===== src/rtl/svo_tmds_pkg.sv =====
// Shared constants and types for the SVO TMDS/HDMI encoder.
//   - TMDS control-period symbols, one per {c1, c0} pair
//   - HDMI video leading guard-band symbols, per lane
//   - seg_e: classification of each output cycle
//   - tmds_ones(): population count of a byte
//   - ctrl_code(): map a 2-bit control pair to its 10-bit symbol
package svo_tmds_pkg;

  // Symbols written MSB-first; bit 0 is serialised first.
  localparam logic [9:0] CtrlCode00 = 10'b1101010100;
  localparam logic [9:0] CtrlCode01 = 10'b0010101011;
  localparam logic [9:0] CtrlCode10 = 10'b0101010100;
  localparam logic [9:0] CtrlCode11 = 10'b1010101011;

  localparam logic [9:0] GuardCodeL0 = 10'b1011001100;
  localparam logic [9:0] GuardCodeL1 = 10'b0100110011;
  localparam logic [9:0] GuardCodeL2 = 10'b1011001100;

  typedef enum logic [1:0] {SEG_CTRL, SEG_PRE, SEG_GUARD, SEG_VIDEO} seg_e;

  function automatic logic [3:0] tmds_ones(input logic [7:0] d);
    logic [3:0] n;
    n = '0;
    for (int i = 0; i < 8; i++) begin
      n = n + {3'b000, d[i]};
    end
    return n;
  endfunction

  function automatic logic [9:0] ctrl_code(input logic [1:0] c);
    logic [9:0] code;
    case (c)
      2'b00:   code = CtrlCode00;
      2'b01:   code = CtrlCode01;
      2'b10:   code = CtrlCode10;
      default: code = CtrlCode11;
    endcase
    return code;
  endfunction

endpackage


===== src/rtl/svo_tmds_lane.sv =====
// One TMDS lane: two-stage DVI 8b/10b encoder with running-disparity register.
//   clk_i    pixel clock
//   rst_ni   synchronous active-low reset
//   seg_i    segment of the cycle being encoded (CTRL/PRE/GUARD/VIDEO)
//   ctrl_i   control pair to emit during CTRL/PRE
//   guard_i  guard-band symbol for this lane (static per lane)
//   data_i   pixel byte, used during VIDEO
//   dout_o   registered 10-bit symbol, two cycles after the inputs
module svo_tmds_lane
  import svo_tmds_pkg::*;
(
  input  logic       clk_i,
  input  logic       rst_ni,
  input  seg_e       seg_i,
  input  logic [1:0] ctrl_i,
  input  logic [9:0] guard_i,
  input  logic [7:0] data_i,
  output logic [9:0] dout_o
);

  // Stage 1: transition minimisation.
  logic [3:0] din_ones;
  logic       use_xnor;
  logic [8:0] qm_d, qm_q;
  seg_e       seg_q;
  logic [1:0] ctrl_q;

  always_comb begin
    din_ones = tmds_ones(data_i);
    use_xnor = (din_ones > 4'd4) || ((din_ones == 4'd4) && !data_i[0]);
    qm_d     = '0;
    qm_d[0]  = data_i[0];
    for (int i = 1; i < 8; i++) begin
      qm_d[i] = use_xnor ? ~(qm_d[i-1] ^ data_i[i]) : (qm_d[i-1] ^ data_i[i]);
    end
    qm_d[8] = ~use_xnor;
  end

  // Stage 2: DC balance against the running disparity.
  logic [3:0]        qm_ones;
  int                bal;    // ones minus zeros in qm_q[7:0]
  int                cnt_i;
  logic [9:0]        dout_d, dout_q;
  logic signed [4:0] cnt_d, cnt_q;

  always_comb begin
    qm_ones = tmds_ones(qm_q[7:0]);
    bal     = 2 * int'(qm_ones) - 8;
    cnt_i   = int'(cnt_q);
    dout_d  = ctrl_code(ctrl_q);
    cnt_d   = '0;
    unique case (seg_q)
      SEG_VIDEO: begin
        if ((cnt_i == 0) || (bal == 0)) begin
          dout_d = {~qm_q[8], qm_q[8], qm_q[8] ? qm_q[7:0] : ~qm_q[7:0]};
          cnt_d  = qm_q[8] ? 5'(cnt_i + bal) : 5'(cnt_i - bal);
        end else if (((cnt_i > 0) && (bal > 0)) || ((cnt_i < 0) && (bal < 0))) begin
          dout_d = {1'b1, qm_q[8], ~qm_q[7:0]};
          cnt_d  = 5'(cnt_i + 2 * int'(qm_q[8]) - bal);
        end else begin
          dout_d = {1'b0, qm_q[8], qm_q[7:0]};
          cnt_d  = 5'(cnt_i - 2 * int'(!qm_q[8]) + bal);
        end
      end
      SEG_GUARD: dout_d = guard_i;
      SEG_CTRL, SEG_PRE: dout_d = ctrl_code(ctrl_q);
    endcase
  end

  always_ff @(posedge clk_i) begin
    if (!rst_ni) begin
      qm_q   <= '0;
      seg_q  <= SEG_CTRL;
      ctrl_q <= 2'b00;
      dout_q <= CtrlCode00;
      cnt_q  <= '0;
    end else begin
      qm_q   <= qm_d;
      seg_q  <= seg_i;
      ctrl_q <= ctrl_i;
      dout_q <= dout_d;
      cnt_q  <= cnt_d;
    end
  end

  assign dout_o = dout_q;

endmodule


===== src/rtl/svo_tmds_hdmi_enc.sv =====
// Multi-lane TMDS encoder with optional HDMI video preamble / guard-band insertion.
//   clk          pixel clock
//   resetn       synchronous active-low reset
//   de           data enable (1 = active pixel)
//   ctrl         {vsync, hsync}, sent on lane 0 while blanking
//   din          NUM_CH pixel bytes, lane i at din[8i+7:8i]
//   dout         NUM_CH TMDS symbols, lane i at dout[10i+9:10i]
//   de_out       de aligned with dout
//   short_blank  pulse on the first video cycle after a blank run shorter than the
//                preamble+guard window
// Latency is 2 cycles in DVI mode and PREAMBLE_LEN+GUARD_LEN+2 in HDMI mode.
module svo_tmds_hdmi_enc
  import svo_tmds_pkg::*;
#(
  parameter int unsigned NUM_CH       = 3,
  parameter int unsigned HDMI_MODE    = 1,
  parameter int unsigned PREAMBLE_LEN = 8,
  parameter int unsigned GUARD_LEN    = 2
) (
  input  logic                  clk,
  input  logic                  resetn,
  input  logic                  de,
  input  logic [1:0]            ctrl,
  input  logic [NUM_CH*8-1:0]   din,
  output logic [NUM_CH*10-1:0]  dout,
  output logic                  de_out,
  output logic                  short_blank
);

  if (NUM_CH < 1) begin : g_bad_num_ch
    $error("NUM_CH must be at least 1");
  end
  if (HDMI_MODE > 1) begin : g_bad_mode
    $error("HDMI_MODE must be 0 or 1");
  end
  if ((HDMI_MODE == 1) && (NUM_CH != 3)) begin : g_bad_hdmi_lanes
    $error("HDMI mode requires NUM_CH == 3");
  end
  if ((PREAMBLE_LEN < 1) || (PREAMBLE_LEN > 8)) begin : g_bad_pre
    $error("PREAMBLE_LEN must be 1..8");
  end
  if ((GUARD_LEN < 1) || (GUARD_LEN > 2)) begin : g_bad_guard
    $error("GUARD_LEN must be 1..2");
  end

  // Classified cycle presented to the lane encoders.
  seg_e                tail_seg;
  logic [1:0]          tail_ctrl;
  logic [NUM_CH*8-1:0] tail_din;
  logic                tail_short;

  if (HDMI_MODE != 0) begin : g_hdmi
    localparam int unsigned W    = PREAMBLE_LEN + GUARD_LEN;
    localparam logic [3:0]  WCnt = 4'(W);

    // Index 0 is the newest entry, W-1 the tail being classified.
    logic [W-1:0]        de_q;
    // Marks entries holding real input rather than reset fill, so the fill
    // flushed out after reset is never mistaken for a blank run.
    logic [W-1:0]        vld_q;
    logic [1:0]          ctrl_q [W];
    logic [NUM_CH*8-1:0] din_q  [W];
    logic [3:0]          blank_cnt_d, blank_cnt_q;
    logic [W-1:0]        ahead;  // ahead[k-1]: de at distance k past the tail
    logic                guard_hit, pre_hit;

    always_ff @(posedge clk) begin
      if (!resetn) begin
        de_q        <= '0;
        vld_q       <= '0;
        blank_cnt_q <= '0;
        for (int i = 0; i < int'(W); i++) begin
          ctrl_q[i] <= 2'b00;
          din_q[i]  <= '0;
        end
      end else begin
        de_q        <= {de_q[W-2:0], de};
        vld_q       <= {vld_q[W-2:0], 1'b1};
        ctrl_q[0]   <= ctrl;
        din_q[0]    <= din;
        for (int i = 1; i < int'(W); i++) begin
          ctrl_q[i] <= ctrl_q[i-1];
          din_q[i]  <= din_q[i-1];
        end
        blank_cnt_q <= blank_cnt_d;
      end
    end

    always_comb begin
      ahead = '0;
      for (int k = 1; k < int'(W); k++) begin
        ahead[k-1] = de_q[int'(W)-1-k];
      end
      ahead[W-1] = de;  // the live input is W cycles ahead of the tail

      // Smallest k wins: any hit within GUARD_LEN makes this a guard cycle.
      guard_hit = |ahead[GUARD_LEN-1:0];
      pre_hit   = |ahead[W-1:GUARD_LEN];

      tail_ctrl = ctrl_q[W-1];
      tail_din  = din_q[W-1];
      if (de_q[W-1]) begin
        tail_seg = SEG_VIDEO;
      end else if (!vld_q[W-1]) begin
        tail_seg = SEG_CTRL;
      end else if (guard_hit) begin
        tail_seg = SEG_GUARD;
      end else if (pre_hit) begin
        tail_seg = SEG_PRE;
      end else begin
        tail_seg = SEG_CTRL;
      end

      // Length of the current blank run at the tail, saturating at W.
      blank_cnt_d = blank_cnt_q;
      if (de_q[W-1]) begin
        blank_cnt_d = '0;
      end else if (vld_q[W-1] && (blank_cnt_q != WCnt)) begin
        blank_cnt_d = blank_cnt_q + 4'd1;
      end
      tail_short = de_q[W-1] && (blank_cnt_q != 4'd0) && (blank_cnt_q < WCnt);
    end
  end else begin : g_dvi
    always_comb begin
      tail_seg   = de ? SEG_VIDEO : SEG_CTRL;
      tail_ctrl  = ctrl;
      tail_din   = din;
      tail_short = 1'b0;
    end
  end

  for (genvar i = 0; i < NUM_CH; i++) begin : g_lane
    localparam logic [9:0] LaneGuard = (i == 1) ? GuardCodeL1 :
                                       (i == 2) ? GuardCodeL2 : GuardCodeL0;
    logic [1:0] lane_ctrl;

    if (i == 0) begin : g_sync
      assign lane_ctrl = tail_ctrl;
    end else if (i == 1) begin : g_ctl0
      assign lane_ctrl = (tail_seg == SEG_PRE) ? 2'b01 : 2'b00;
    end else begin : g_idle
      assign lane_ctrl = 2'b00;
    end

    svo_tmds_lane u_lane (
      .clk_i   (clk),
      .rst_ni  (resetn),
      .seg_i   (tail_seg),
      .ctrl_i  (lane_ctrl),
      .guard_i (LaneGuard),
      .data_i  (tail_din[8*i +: 8]),
      .dout_o  (dout[10*i +: 10])
    );
  end

  // Match the two encoder stages.
  logic video_s1_q, de_out_q, short_s1_q, short_blank_q;

  always_ff @(posedge clk) begin
    if (!resetn) begin
      video_s1_q    <= 1'b0;
      de_out_q      <= 1'b0;
      short_s1_q    <= 1'b0;
      short_blank_q <= 1'b0;
    end else begin
      video_s1_q    <= (tail_seg == SEG_VIDEO);
      de_out_q      <= video_s1_q;
      short_s1_q    <= tail_short;
      short_blank_q <= short_s1_q;
    end
  end

  assign de_out      = de_out_q;
  assign short_blank = short_blank_q;

endmodule

===== config.mk =====
export PLATFORM = sky130hd
export DESIGN_NAME = svo_tmds_hdmi_enc
export DESIGN_NICKNAME = d
export VERILOG_FILES = /design/src/rtl/svo_tmds_pkg.sv /design/src/rtl/svo_tmds_lane.sv /design/src/rtl/svo_tmds_hdmi_enc.sv
export SDC_FILE = /design/constraint.sdc
export NUM_CORES = 1
export LEC_CHECK = 0
export ABC_AREA = 1
export BUFFER_PORTS_ARGS = -buffer_cell sky130_fd_sc_hd__buf_2
export CELL_PAD_IN_SITES_DETAIL_PLACEMENT = 1
export CELL_PAD_IN_SITES_GLOBAL_PLACEMENT = 1
export CORE_ASPECT_RATIO = 1.25
export CORE_MARGIN = 2
export CORE_UTILIZATION = 50
export DETAILED_ROUTE_END_ITERATION = 6
export HOLD_SLACK_MARGIN = 0.12
export PLACE_DENSITY = 0.84
export SETUP_SLACK_MARGIN = 0.02
export SLEW_MARGIN = 25
export SYNTH_ARGS = -nofsm -noshare
export SYNTH_HDL_FRONTEND = slang
export SYNTH_SLANG_ARGS = --single-unit

===== constraint.sdc =====
create_clock -name clk -period 12.3 [get_ports clk]
set_input_delay 3.69 -clock clk [delete_from_list [all_inputs] [get_ports clk]]
set_output_delay 3.69 -clock clk [all_outputs]
set_load 0.005 [all_outputs]

==> results.cfg <==
[worst_setup_path]
rrSetupSlack_ns = 7.67
ff2ff_path_depth = 20
reg2reg_from = g_lane[1].u_lane.qm_q[1]$_SDFF_PN0_
worstPathArrival_ns = 6.27
worstReg2RegEnd = g_lane[1].u_lane.cnt_q[4]$_SDFF_PN0_
cp_max_fo = 108
worstSetupEndpointType = flop
worstSetupStartpointType = primary input
worstSetupPathType = primary input to flop
critPathRequiredTime_ns = 12.76

[logic_synthesis]
yosysTopAreaCellShare_pct = 51.19
ys_types = 33
synth_fp_nets = 1874
synthCells = 1736
ys_seq_area_share_pct = 51.19
syn_area_per_cell_um2 = 8.154
ys_top_cells_by_area = dfxtp_1, nand2_1, inv_1
syn-cell-area_um2 = 14160
yosys_warnings = 0
synth_area_leader_cell = dfxtp_1
ys_ff_latch = 362

[timing]
slew_headroom_pct = 33.26
layout_min_cycle_time_ns = 5.805
tightest_slew_ns = 1.001
fmax_ghz = 0.1723
setup-violations-final = 0
final.setup_skew_ns = 0.01946
tns_ns = 0
slew_violations = 0
rsz0062_at_grt = false
setup_ws_ns = 6.495
period_share_pct = 47.20
finalHoldViolCount = 0

[run_status]
status = finished clean

[power_and_ir_drop]
ir_worst_vdd_mv = 0.1499
p_leak_nw = 9.275
power_density_nw_per_um2 = 143.8

[final_layout]
n_antenna_cell = 0
regArea_um2 = 7247
layout-drive-gt1-share_pct = 7.899
layout_commonest_cell = nand2_1
multi_input_comb_area_um2 = 4950
fin_nets = 1935
syn_to_final_growth_pct = 11.80
fillCellCount = 3358
final_cell_mix = nand2_1, inv_1, dfxtp_1, ha_1, nand3_1

[drt]
viasPerCell = 4.707
drt_iter0_drc = 291
drt_first_pass_iters = 4
wl_per_cell_um = 14.13
drc = 0
antenna_left = 0
dr_total_vias = 10230
routed_wirelength_um = 30710

[clock_tree]
cts_root_buffer = clkbuf_16
cts_resized = 0
clockBufferDepth = 3
cts_setup_buffers = 0
clock_latency_ns = 0.53
cts_made_buffers = 36
cts_hold_buf = 0
h-tree-depth = 2
cts_tree = built
clk_pin_slew_ns = 0.06
cts_sinks = 362

[place]
pre_cts_ws_ns = 5.983
gp_congestion = 0.8478
dp_hpwl_um = 19800
port_buffers = 60

[global_route]
grt_pass1_wl_um = 51560
grt_max_degree = 109
first_global_vias = 11200
grt.total_usage_pct = 21.52
grt_antenna_before_repair = 0
overflow = 0

[worst_hold_path]
hold_end = g_hdmi.din_q[2][13]$_SDFF_PN0_
hold-path-cell-count = 2
worstHoldStart = g_hdmi.din_q[1][13]$_SDFF_PN0_
hold_path_class = flop to flop

[die]
initial_core_util_pct = 51.04
chipWidth_um = 154.5
placementRows = 68
pin_count = 61
core-area_um2 = 27740
die-area_um2 = 29680
die_y_um = 192.1

[job]
drv_cap = 0
-- per-layer routing --
layer | vias to the layer above | wire length (µm) | track usage, %
met2 | 148 | 17560 | 44.83
li1 | 5132 | - | -
met4 | 0 | 996 | 8.084
met5 | - | 0 | 0
met3 | 71 | 764 | 3.114
met1 | 4877 | 11390 | 20.96
-- cell type report --
cell class	instances	share of cell area [%]
clock buffer	55	6.522
clock inverter	9	0.4506
inverter	467	11.10
multi-input combinational	867	31.28
sequential	362	45.79
tap	350	2.767
timing repair buffer	63	2.095
-- worst max-delay path by stage --
stage                start                               endpoint  cells past startpoint
floorplan           resetn  g_lane[0].u_lane.dout_o[9]$_SDFF_PN1_                      6
global placement    resetn         g_hdmi.din_q[7][22]$_SDFF_PN0_                      5
detailed placement  resetn         g_hdmi.din_q[3][19]$_SDFF_PN0_                      5
CTS                 resetn         g_hdmi.din_q[2][14]$_SDFF_PN0_                      5
global route        resetn         g_hdmi.din_q[2][14]$_SDFF_PN0_                      5
finish              resetn         g_hdmi.din_q[2][14]$_SDFF_PN0_                      5
-- cells by family after synthesis --
logic type	after synthesis	synth area share [%]
xor gates and xnor gates	21	1.352
buffers and inverters	507	13.84
and+or+nand+nor	622	17.56
AOI/OAI and AO/OA	115	4.349
DFF	362	51.19
adders and majority gates	109	11.70
-- Yosys cell counts --
| cell | n |
|---|---|
| a21oi_1 | 53 |
| a311oi_1 | 1 |
| a31oi_1 | 3 |
| buf_1 | 6 |
| buf_2 | 24 |
| buf_4 | 2 |
| buf_6 | 2 |
| clkbuf_1 | 6 |
| clkinv_1 | 1 |
| clkinv_2 | 1 |
| dfxtp_1 | 362 |
| fa_1 | 39 |
| ha_1 | 70 |
| inv_1 | 457 |
| inv_2 | 7 |
| inv_4 | 1 |
| nand2_1 | 478 |
| nand2_2 | 12 |
| nand2_4 | 2 |
| nand3_1 | 68 |
| nand3_2 | 1 |
| nand4_1 | 1 |
| nor2_1 | 55 |
| nor4_1 | 2 |
| o211ai_1 | 4 |
| o21ai_0 | 45 |
| o21ai_1 | 6 |
| o22ai_2 | 3 |
| or2_1 | 1 |
| or2_2 | 2 |
| xnor2_1 | 9 |
| xor2_1 | 11 |
| xor2_2 | 1 |
-- flip-flops by register name (all words and copies together), names as in the netlist, 3 cells and up --
register	flops
g_lane.u_lane.qm_q	27
g_lane.u_lane.ctrl_q	3
g_lane.u_lane.cnt_q	12
g_hdmi.vld_q	10
g_hdmi.ctrl_q	20
g_hdmi.din_q	240
g_hdmi.blank_cnt_q	4
g_lane.u_lane.dout_o	30
g_hdmi.de_q	10
-- per-stage QoR --
| step | area, µm² | hold WS, ns | cells | util, % | power, mW |
|---|---|---|---|---|---|
| after floorplan | 14160 | 0.3905 | 1736 | - | 1.256 |
| after global placement | 14720 | 0.3922 | 2109 | 53.08 | 1.266 |
| after detailed placement | 14720 | 0.3984 | 2109 | 53.08 | 1.270 |
| after CTS | 15830 | 0.4147 | 2173 | 57.06 | 2.305 |
| after global routing | 15830 | 0.4278 | 2173 | 57.06 | 2.364 |
| final | 15830 | 0.4095 | 2173 | 57.06 | 2.276 |
-- critical path, stage by stage --
cell	delay [ns]
clkbuf_8	0.49
buf_4	0.89
buf_4	0.79
nand2_1	0.20
inv_1	0.10
-- report_power, final --
group / internal (mW) / switching, mW / leakage [nW]
clock network: 0.584 / 0.448 / 0.542
registers: 1.19 / 0.00492 / 2.93
logic: 0.0156 / 0.0356 / 5.80
total: 1.79 / 0.489 / 9.28
(Power assumes the default switching activity.)
